`config.mk`:
```
export PLATFORM = sky130hd
export DESIGN_NAME = pattern_delay_timer_flat
export DESIGN_NICKNAME = d
export VERILOG_FILES = /design/src/rtl/pattern_delay_timer_if.sv /design/src/rtl/pattern_delay_timer.sv /design/src/flat_wrapper.sv
export SDC_FILE = /design/constraint.sdc
export NUM_CORES = 1
export LEC_CHECK = 0
export BUFFER_PORTS_ARGS = -buffer_cell sky130_fd_sc_hd__buf_4
export CORE_ASPECT_RATIO = 0.6
export CORE_UTILIZATION = 41
export DETAILED_ROUTE_END_ITERATION = 12
export GPL_ROUTABILITY_DRIVEN = 0
export PLACE_DENSITY = 0.54
export SYNTH_ARGS = -nofsm -noshare
export SYNTH_HDL_FRONTEND = slang
export SYNTH_SLANG_ARGS = --single-unit
```
`constraint.sdc`:
```
create_clock -name clk -period 3.2 [get_ports clk]
set_clock_uncertainty 0.05 [all_clocks]
set_input_delay 0.16 -clock clk [delete_from_list [all_inputs] [get_ports clk]]
set_output_delay 0.16 -clock clk [all_outputs]
set_load 0.005 [all_outputs]
```
`src/rtl/pattern_delay_timer_if.sv`:
```
// Serial start/delay bus for pattern_delay_timer: stimulus inputs plus timer status.
// The abort signal exists only when PATTERN_DELAY_TIMER_ABORT_EN is defined.
interface pattern_delay_timer_if #(
  parameter int unsigned DELAY_W = 4
);
  logic               data;
  logic               ack;
`ifdef PATTERN_DELAY_TIMER_ABORT_EN
  logic               abort;
`endif
  logic [DELAY_W-1:0] count;
  logic               counting;
  logic               done;

`ifdef PATTERN_DELAY_TIMER_ABORT_EN
  modport master (output data, output ack, output abort,
                  input count, input counting, input done);
  modport slave  (input data, input ack, input abort,
                  output count, output counting, output done);
`else
  modport master (output data, output ack,
                  input count, input counting, input done);
  modport slave  (input data, input ack,
                  output count, output counting, output done);
`endif
endinterface

```
`src/rtl/pattern_delay_timer.sv`:
```
// Serial-start timer: detect start pattern, shift in a delay, count (delay+1) ticks, raise done until ack.
// Optional abort of LOAD/COUNT is enabled by defining PATTERN_DELAY_TIMER_ABORT_EN.
module pattern_delay_timer #(
  parameter int unsigned            PATTERN_W   = 4,
  parameter logic [PATTERN_W-1:0]   PATTERN     = 4'b1101,
  parameter int unsigned            DELAY_W     = 4,
  parameter int unsigned            TICK_CYCLES = 1000
) (
  input logic                  clk,
  input logic                  reset,
  pattern_delay_timer_if.slave bus
);
  localparam int unsigned TICK_W = (TICK_CYCLES > 1) ? $clog2(TICK_CYCLES) : 1;
  localparam int unsigned IDX_W  = (DELAY_W > 1) ? $clog2(DELAY_W) : 1;
  localparam logic [TICK_W-1:0] TICK_LAST = TICK_W'(TICK_CYCLES - 1);
  localparam logic [IDX_W-1:0]  IDX_LAST  = IDX_W'(DELAY_W - 1);

  typedef enum logic [1:0] {SEARCH, LOAD, COUNT, DONE} state_t;

  state_t               state;
  logic [PATTERN_W-1:0] shreg;
  logic [DELAY_W-1:0]   delay;
  logic [TICK_W-1:0]    tick;
  logic [IDX_W-1:0]     bit_idx;
  logic [DELAY_W-1:0]   count_q;
  logic                 counting_q;
  logic                 done_q;

  logic [PATTERN_W-1:0] pat_next;
  logic [DELAY_W-1:0]   delay_next;
  logic                 abort_hit;

  // Newest bit enters at the LSB; the match window includes the bit sampled this edge.
  assign pat_next   = PATTERN_W'({shreg, bus.data});
  assign delay_next = DELAY_W'({delay, bus.data});

`ifdef PATTERN_DELAY_TIMER_ABORT_EN
  assign abort_hit = bus.abort;
`else
  assign abort_hit = 1'b0;
`endif

  assign bus.count    = count_q;
  assign bus.counting = counting_q;
  assign bus.done     = done_q;

  always_ff @(posedge clk or posedge reset) begin
    if (reset) begin
      state      <= SEARCH;
      shreg      <= '0;
      delay      <= '0;
      tick       <= '0;
      bit_idx    <= '0;
      count_q    <= '0;
      counting_q <= 1'b0;
      done_q     <= 1'b0;
    end else begin
      case (state)
        SEARCH: begin
          shreg <= pat_next;
          if (pat_next == PATTERN) begin
            state   <= LOAD;
            bit_idx <= '0;
          end
        end

        LOAD: begin
          if (abort_hit) begin
            state <= SEARCH;
            shreg <= '0;
          end else begin
            delay   <= delay_next;
            bit_idx <= bit_idx + IDX_W'(1);
            if (bit_idx == IDX_LAST) begin
              state      <= COUNT;
              count_q    <= delay_next;
              tick       <= '0;
              counting_q <= 1'b1;
            end
          end
        end

        // count holds (remaining ticks - 1); the run ends on the last cycle of the zero tick.
        COUNT: begin
          if (abort_hit) begin
            state      <= SEARCH;
            shreg      <= '0;
            count_q    <= '0;
            counting_q <= 1'b0;
          end else if (tick == TICK_LAST) begin
            tick <= '0;
            if (count_q != '0) begin
              count_q <= count_q - DELAY_W'(1);
            end else begin
              state      <= DONE;
              counting_q <= 1'b0;
              done_q     <= 1'b1;
            end
          end else begin
            tick <= tick + TICK_W'(1);
          end
        end

        DONE: begin
          if (bus.ack) begin
            state  <= SEARCH;
            done_q <= 1'b0;
            shreg  <= '0;
          end
        end

        default: state <= SEARCH;
      endcase
    end
  end
endmodule

```
`src/flat_wrapper.sv`:
```
// flat-port wrapper written by rule: the top's interface ports become plain ports
module pattern_delay_timer_flat 
#(
  parameter int unsigned            PATTERN_W   = 4,
  parameter logic [PATTERN_W-1:0]   PATTERN     = 4'b1101,
  parameter int unsigned            DELAY_W     = 4,
  parameter int unsigned            TICK_CYCLES = 1000
)
  (clk, reset, bus_data, bus_ack, bus_count, bus_counting, bus_done);
  pattern_delay_timer_if #(.DELAY_W(DELAY_W)) bus_i ();
  input logic clk;
  input logic reset;
  input wire logic [$bits(bus_i.data)-1:0] bus_data;
  input wire logic [$bits(bus_i.ack)-1:0] bus_ack;
  output wire logic [$bits(bus_i.count)-1:0] bus_count;
  output wire logic [$bits(bus_i.counting)-1:0] bus_counting;
  output wire logic [$bits(bus_i.done)-1:0] bus_done;
  assign bus_i.data = bus_data;
  assign bus_i.ack = bus_ack;
  assign bus_count = bus_i.count;
  assign bus_counting = bus_i.counting;
  assign bus_done = bus_i.done;
  pattern_delay_timer #(.PATTERN_W(PATTERN_W), .PATTERN(PATTERN), .DELAY_W(DELAY_W), .TICK_CYCLES(TICK_CYCLES)) u_core (.clk(clk), .reset(reset), .bus(bus_i));
endmodule
```
# Word-level counts from Yosys, hierarchy flattened
# Cells that the tools add are included.
# Widths: inputs -> output; s select.
# totals
ff_bits,26
in_bits,4
out_inout_bits,6
word_cells,62
# op_classes
n_addsub,3
eq_ne,12
mux,25
bitwise,1
reduce_logical,13
# op_table
operator,count
$mux 10,2
$pmux 10 s2,1
$mux 2,6
$mux 4,3
$reduce_and 4->1,3
$add 10x1->10 const B,1
$eq 10x10->1 const B,1
$ne 2x1->1 const B,4
$pmux 2 s4,1
$pmux 4 s2,1
$eq 2x2->1 const B,3
$mux 1,6
$pmux 3 s2,1
$reduce_and 2->1,3
$reduce_bool 2->1,3
$reduce_and 5->1,1
$eq 4x4->1 const B,1
$ne 2x2->1 const B,2
$pmux 1 s2,2
$pmux 2 s2,1
$reduce_bool 4->1,1
$sub 4x1->4 const B,1
$mux 3,1
$add 2x1->2 const B,1
4 further kinds,4

# Logic depth before layout (Yosys ltp)
# Gate-level depths: netlist of the first run.
# depth
word_depth,4
ltp_mapped,8
depth_no_buf,6

# Least setup slack after synthesis of the first run
# Ideal clock, no wire load.
# synth_timing
path_type,reg-to-reg
startpoint,reg u_core.count_q[0] (netlist: u_core.bus.count[0])
endpoint,reg u_core.state[1]
setup_ns,0.128
t_arrival_ns,2.027
required_ns,3.022
slack_ns,0.995
path_stages_with_launch,7
n_path_buf,0
period_less_slack_ns,2.205
path_cell_list,dfrtp_1 inv_1 ha_1 or3b_4 or4_4 a211oi_2 mux2_1
# synth_between
elab_chain_cells,3
# synth_lines
item,line,rtl
from (decl),pattern_delay_timer.sv:25,logic [DELAY_W-1:0] count_q;
from (signal assigned),pattern_delay_timer.sv:76,count_q <= delay_next;
from (signal assigned),pattern_delay_timer.sv:93,count_q <= count_q - DELAY_W'(1);
$reduce_bool 4->1,pattern_delay_timer.sv:92,if (count_q != '0) begin
$ne 2x2->1 (no line),n/a,
$reduce_and 5->1 (no line),n/a,
to (signal assigned),pattern_delay_timer.sv:86,state <= SEARCH;
to (signal assigned),pattern_delay_timer.sv:95,state <= DONE;
to (signal assigned),pattern_delay_timer.sv:106,state <= SEARCH;
to (decl),pattern_delay_timer.sv:20,state_t state;
# Every way passes these cells.
# A chain may end at the register's enable or synchronous reset.

# Worst setup path in the final report of the first run
# layout_timing
startpoint,reg u_core.state[0]
endpoint,reg u_core.tick[0]
# layout_between
elab_chain_cells,3
elab_cells_between_ends,6
classes_between,eq/ne: 3; mux: 1; reduce/logical: 2
# layout_lines
item,line,rtl
from (signal assigned),pattern_delay_timer.sv:49,state <= SEARCH;
from (signal assigned),pattern_delay_timer.sv:62,state <= LOAD;
from (signal assigned),pattern_delay_timer.sv:69,state <= SEARCH;
$eq 2x1->1 / $eq 2x2->1 (equally long branches),pattern_delay_timer.sv:58,case (state)
$ne 2x1->1 (no line) / $reduce_bool 2->1 (equally long branches),n/a,
$reduce_and 2->1 (no line),n/a,
to (signal assigned),pattern_delay_timer.sv:100,tick <= tick + TICK_W'(1);
to (decl),pattern_delay_timer.sv:23,logic [TICK_W-1:0] tick;
# Parallel ways exist; a longest one is shown, timed or not.

==> results.sh, run 1 <==
export IMPL_final_cell_mix="dfrtp_1 (26), nand2_1 (16), nand3_1 (12)"
export IMPL_globalRoute_totalOverflow=0
export IMPL_final_hold_viol_count=0
export IMPL_main_combinational_cell_family_by_area_after_synthesis="simple AND/OR/NAND/NOR gates"
export IMPL_num_vias=1233
export IMPL_post_synth_main_area_contributors="dfrtp_1 (44%), ha_1 (5.9%), nand3_1 (4.0%)"
export IMPL_synth_enable_flop_cells=0
export IMPL_cts_resized=0
export IMPL_post_synth_fa_ha_maj_area_fraction_pct=5.89
export IMPL_port_buffers=9
export IMPL_totalNegativeSetupSlack_ns=0
export IMPL_antenna_diode_count=0
export IMPL_ys_async_sr_fraction_pct=100
export IMPL_ys_seq_elements=26
export IMPL_ctsLongestPathBuffers=2
export IMPL_synth_top_flop_cell="dfrtp_1"
export IMPL_fin_area_mm2=0.00165
export IMPL_critical_path_top_cell_by_count="inv_1"
export IMPL_synth_largest_area_cell="dfrtp_1"
export IMPL_cts_tree="done"
export IMPL_fp_dieArea_mm2=0.00388
export IMPL_clock_tree_htree_level_count=1
export IMPL_synth_top_cell_area_share_pct=43.7
export IMPL_max_clock_freq_ghz=0.391
export IMPL_synth_xor_area_share_pct=0.589
export IMPL_critical_path_max_stage_delay_ns=0.65
export IMPL_worstSetupEndpointType="flip-flop"
export IMPL_path_clk_slew_ns=0.10
export IMPL_synth_yosys_seq_area_share_pct=43.7
export IMPL_timing_worst_setup_path_type="flip-flop to flip-flop"
export IMPL_post_cts_buffers=0
export IMPL_drt_initial_drc_count=96
export IMPL_path_max_fanout=20
export IMPL_root_buffer="clkbuf_8"
export IMPL_nets=172
export IMPL_synth_compound_area_share_pct=16.9
export IMPL_crit_arrival_ns=2.69
export IMPL_detailed_placement_hpwl_mm=2.46
export IMPL_die_extent_in_x_um=79.8
export IMPL_placement_rows=16
export IMPL_worst_setup_path_start_kind="flip-flop"
export IMPL_static_leakage_power_nw=0.707
export IMPL_report_final_setup_viol=0
export IMPL_placement_cell_area_mm2=0.00159
export IMPL_via_count_of_the_first_global_routing_pass=1140
export IMPL_syn2layout_area_growth_pct=10.7
export IMPL_timing_final_max_slew_violations=0
export IMPL_run_status="complete, no violations"
export IMPL_antenna_violating_nets_post_route=0
export IMPL_worst_pin_slew_ns=1.02
export IMPL_netlist_cell_type_count=44
export IMPL_clkSinkCount=26
export IMPL_finalPower_w=0.00149
export IMPL_gr_usage_all_layers_pct=19.9
export IMPL_grt_start_max_net_pins=27
export IMPL_timing_slew_headroom_pct=31.8
export IMPL_die_height_um=48.7
export IMPL_first_pass_iters=4
export IMPL_num_io_pins=10
export IMPL_cpMaxStageDelayCell="a31oi_1"
export IMPL_antenna_violations_before_repair=0
export IMPL_post_synth_cell_area_avg_um2=9.79
export IMPL_worst_hold_path_type="primary input to async pin"
export IMPL_crit_required_ns=3.33
export IMPL_synth_fp_nets=163
export IMPL_postCtsHoldBufs=0
export IMPL_rsz0062_at_grt="false"
export IMPL_area_share_of_and_or_nand_nor_cells_after_synthesis_pct=24.4
export IMPL_cap_violations=0
export IMPL_wl_per_cell_um=16.6
export IMPL_final_period_minus_worst_setup_slack_ns=2.56
export IMPL_drive_gt1_share_pct=14.4
export IMPL_drcViolationCount=0
export IMPL_netlist_instances=152
export IMPL_detail_route_vias_per_cell=6.01
export IMPL_wire_length_of_the_first_global_routing_pass_mm=5.82
export IMPL_worstSkewPairLatency_ns=0.28
export IMPL_coreArea_mm2=0.00336
export IMPL_final_period_utilization_pct=79.9
export IMPL_starting_utilization_of_the_core_area_pct=44.2
export IMPL_crit_path_cell_trace="inv_1, ha_1, inv_1, a31oi_1, nor2_1, a311oi_1"
export IMPL_total_power_divided_by_cell_area_mw_per_mm2=902
export IMPL_netlist_area_mm2=0.00149
export IMPL_multiplexer_share_of_the_synthesized_area_pct=5.13
export IMPL_numCtsBuffers=3
export IMPL_fin_util_pct=49.0
export IMPL_layout_cells_most_common="dfrtp_1"
export IMPL_vdd_ir_drop_worst_v=0.000403
export IMPL_yosys_warnings=0
export IMPL_wirelength_mm=3.41
-- layout make-up --
class / instances / area, um2
multi-input combinational: 113 / 787
clock buffer: 4 / 55.1
tap: 45 / 56.3
inverter: 8 / 30.0
sequential: 26 / 651
timing repair buffer: 9 / 67.6
fill: 323 / 1720
-- cell usage after synthesis, drive strengths merged, types with 4 or more instances --
master  number
or4          6
nand4        4
clkbuf       4
nor2         6
inv          8
nand2       16
dfrtp       26
nand2b       4
nand3       12
mux2         5
a22o         4
ha           7
o21ai       10
o211ai       4
-- layer usage --
layer  track usage [%]  routed length, um  up-vias
li1                  -                  -      593
met1              32.1               1880      615
met2              25.8               1370       23
met3              4.91                141        2
met4              5.36                 19        0
met5                 0                  0        -
-- sequential cells by signal (all words and copies together), names as in the netlist --
| register | count |
|---|---|
| u_core.tick | 10 |
| u_core.delay | 3 |
| u_core.state | 2 |
| u_core.bus.counting | 1 |
| u_core.shreg | 3 |
| u_core.bit_idx | 2 |
| u_core.bus.done | 1 |
| u_core.bus.count | 4 |
-- report_power, final --
group          total [W]  internal (W)  switching, W
Clock           0.000221      0.000110      0.000111
Combinational   0.000721      0.000313      0.000407
Sequential      0.000543      0.000439      0.000104
Total            0.00149      0.000863      0.000622
-- stage by stage --
step           setup slack, ns  hold WS, ns  std cells
4_1_cts                  0.675       0.0979        205
6_report                 0.642       0.0692        205
5_1_grt                  0.397        0.107        205
2_1_floorplan            0.995        0.150        152
3_5_place_dp             0.693        0.383        201
3_3_place_gp             0.810        0.381        201
-- critical path, delay by kind of cell, from the launching register on --
family	cells	cell delay, ns
flops	1	0.43
compound gates	2	0.95
buf+inv	2	0.37
simple gates	1	0.08
fa+ha+maj	1	0.57
-- cells by family after synthesis --
| logic type | Yosys count |
|---|---|
| AOI/OAI and AO/OA | 35 |
| buffers and inverters | 13 |
| adders and majority gates | 7 |
| xor gates and xnor gates | 1 |
| and+or+nand+nor | 63 |
| DFF | 26 |
| muxes | 7 |
-- worst paths after layout --
kind | startpoint | end | slack, ns | depth (start not counted)
max in group asynchronous | reset | u_core.tick[5] | 2.40 | 2
hold reg to reg | u_core.bit_idx[0] | u_core.bit_idx[0] | 0.45 | 1
setup reg to reg | u_core.state[0] | u_core.tick[0] | 0.64 | 6
hold / removal | reset | u_core.bus.done | 0.07 | 2
min in group clk | bus_data | u_core.shreg[0] | 0.10 | 2
setup / recovery | u_core.state[0] | u_core.tick[0] | 0.64 | 6
(Power assumes the default switching activity.)
==> inputs of run 2 (changes only) <==
PLACE_DENSITY = 0.56   (was 0.54)
clock period = 2.1 ns   (was 3.2 ns; I/O delays follow)
==> run 2 against run 1 <==
The flow now finishes with violations (setup timing). Highest routed layer unchanged. Die area unchanged. Flip-flop and latch count unchanged. Clock power increased by 93%. Sequential power increased by 46%. Global-route usage increased by 1.4 points. Critical endpoint is now u_core.state[1]. Combinational power increased by 100%. Setup slack got worse by 0.76 ns.
==> results.sh, run 2 (synthesis gave the netlist of run 1 again) <==
export IMPL_numCtsBuffers=3
export IMPL_path_clk_slew_ns=0.10
export IMPL_worstSetupEndpointType="flip-flop"
export IMPL_static_leakage_power_nw=0.838
export IMPL_cts_tree="done"
export IMPL_worst_hold_path_type="primary input to flip-flop"
export IMPL_placement_rows=16
export IMPL_die_extent_in_x_um=79.8
export IMPL_grt_start_max_net_pins=27
export IMPL_rsz0062_at_grt="true"
export IMPL_fin_util_pct=55.7
export IMPL_antenna_violating_nets_post_route=0
export IMPL_ctsLongestPathBuffers=2
export IMPL_largest_register="u_core.tick"
export IMPL_final_period_minus_worst_setup_slack_ns=2.22
export IMPL_report_final_setup_viol=1
export IMPL_gr_usage_all_layers_pct=21.3
export IMPL_hold_crit_depth=2
export IMPL_first_pass_iters=6
export IMPL_globalRoute_totalOverflow=0
export IMPL_r2r_worst_path_cells=6
export IMPL_totalNegativeSetupSlack_ns=-0.115
export IMPL_antenna_violations_before_repair=0
export IMPL_wire_length_of_the_first_global_routing_pass_mm=6.31
export IMPL_die_height_um=48.7
export IMPL_clock_tree_htree_level_count=1
export IMPL_detailed_placement_hpwl_mm=2.81
export IMPL_wl_per_cell_um=16.3
export IMPL_final_cell_mix="buf_4 (31), dfrtp_1 (26), nand2_1 (16)"
export IMPL_worst_setup_path_start_kind="flip-flop"
export IMPL_drcViolationCount=0
export IMPL_vdd_ir_drop_worst_v=0.000785
export IMPL_run_status="finished, violations left"
export IMPL_fp_dieArea_mm2=0.00388
export IMPL_path_max_fanout=2
export IMPL_starting_utilization_of_the_core_area_pct=44.2
export IMPL_drive_gt1_share_pct=25.5
export IMPL_wirelength_mm=3.72
export IMPL_sw_frac_of_total_pct=38.7
export IMPL_largest_register_ffs=10
export IMPL_max_clock_freq_ghz=0.451
export IMPL_final_period_utilization_pct=105
export IMPL_final_hold_viol_count=0
export IMPL_cap_violations=0
export IMPL_worst_pin_slew_ns=0.497
export IMPL_crit_arrival_ns=2.33
export IMPL_port_buffers=9
export IMPL_timing_worst_setup_path_type="flip-flop to flip-flop"
export IMPL_power_frac_clock_pct=16.0
export IMPL_reg2reg_slack_ns=-0.12
export IMPL_total_power_divided_by_cell_area_mw_per_mm2=1420
export IMPL_timing_final_max_slew_violations=0
export IMPL_drt_initial_drc_count=87
export IMPL_syn2layout_area_growth_pct=25.9
export IMPL_worstSkewPairLatency_ns=0.28
export IMPL_fin_cells=229
export IMPL_internal_power_w=0.00163
export IMPL_coreArea_mm2=0.00336
export IMPL_num_io_pins=10
export IMPL_fin_area_mm2=0.00187
export IMPL_timing_slew_headroom_pct=66.6
export IMPL_detail_route_vias_per_cell=5.75
export IMPL_root_buffer="clkbuf_8"
export IMPL_dp_cells=223
export IMPL_placement_cell_area_mm2=0.00177
export IMPL_least_setup_slack_across_all_paths_after_layout_ns=-0.115
export IMPL_combinational_power_share_pct=54.2
export IMPL_sequential_power_share_pct=29.8
export IMPL_num_vias=1317
export IMPL_failed_checks="setup timing"
export IMPL_layout_cells_most_common="buf_4"
export IMPL_power_switching_w=0.00103
export IMPL_antenna_diode_count=0
export IMPL_nets=196
export IMPL_clkSinkCount=26
export IMPL_crit_required_ns=2.21
export IMPL_via_count_of_the_first_global_routing_pass=1272
==> run 2: cell types whose count changed in the layout (fill, tap and decap cells not counted) <==
cell | previous run | this run
buf_4 | 9 | 31
a211oi_2 | 1 | 0
a211oi_4 | 0 | 1
buf_12 | 0 | 1
bufinv_16 | 0 | 1
clkbuf_8 | 4 | 3
dlygate4sd3_1 | 0 | 1
o21ai_0 | 9 | 8
o21ai_1 | 1 | 2
o311ai_0 | 1 | 0
o311ai_2 | 0 | 1
==> run 2: path summary, 6_finish.rpt <==
check	startpoint	end
max in group asynchronous	reset	u_core.shreg[1]
hold / removal	bus_data	u_core.shreg[0]
setup reg to reg	u_core.bus.count[1]	u_core.state[1]
min in group asynchronous	reset	u_core.tick[9]
setup / recovery	u_core.bus.count[1]	u_core.state[1]
hold reg to reg	u_core.bus.counting	u_core.bus.counting
==> run 2: area by class of cell <==
type / instances / area [um2]
clock buffer: 3 / 41.3
clock inverter: 1 / 30.0
fill: 296 / 1490
inverter: 8 / 30.0
multi-input combinational: 113 / 802
sequential: 26 / 651
tap: 45 / 56.3
timing repair buffer: 33 / 263
==> run 2: per-stage QoR <==
stage / setup WS, ns / hold slack [ns] / total power (W)
floorplan: -0.0688 / 0.0950 / 0.00161
global placement: -0.0233 / 0.145 / 0.00213
detailed placement: -0.0903 / 0.154 / 0.00218
CTS: -0.104 / 0.0357 / 0.00262
global route: -0.175 / 0.0351 / 0.00289
finish: -0.115 / 0.0352 / 0.00266
==> run 2: what timing repair did <==
action,in CTS,in global routing
setup buffers,0,1
setup endpoints to repair,1,4
hold endpoints to repair,26,0
hold buffers,1,0
gates cloned,0,0
gates resized for setup,0,4
==> run 2: routing by layer <==
layer	track usage (%)	routed length [um]	vias to the layer above
met5	0	0	-
met4	5.36	36	0
met3	5.09	229	4
met2	28.8	1480	39
met1	33.5	1980	638
li1	-	-	636
==> run 2: power by group through the flow <==
stage / clock, W / combinational, W / sequential (W)
final: 0.000426 / 0.00144 / 0.000794
after global routing: 0.000459 / 0.00161 / 0.000819
after CTS: 0.000436 / 0.00139 / 0.000795
after detailed placement: 0 / 0.00138 / 0.000803
after global placement: 0 / 0.00135 / 0.000786
after floorplan: 0 / 0.000817 / 0.000793
==> run 2: critical path, stage by stage, from the launching register on <==
cell and delay, ns:
dfrtp_1 0.39, inv_1 0.08, ha_1 0.16, or3b_4 0.38
or4_4 0.46, a211oi_4 0.24, mux2_1 0.34
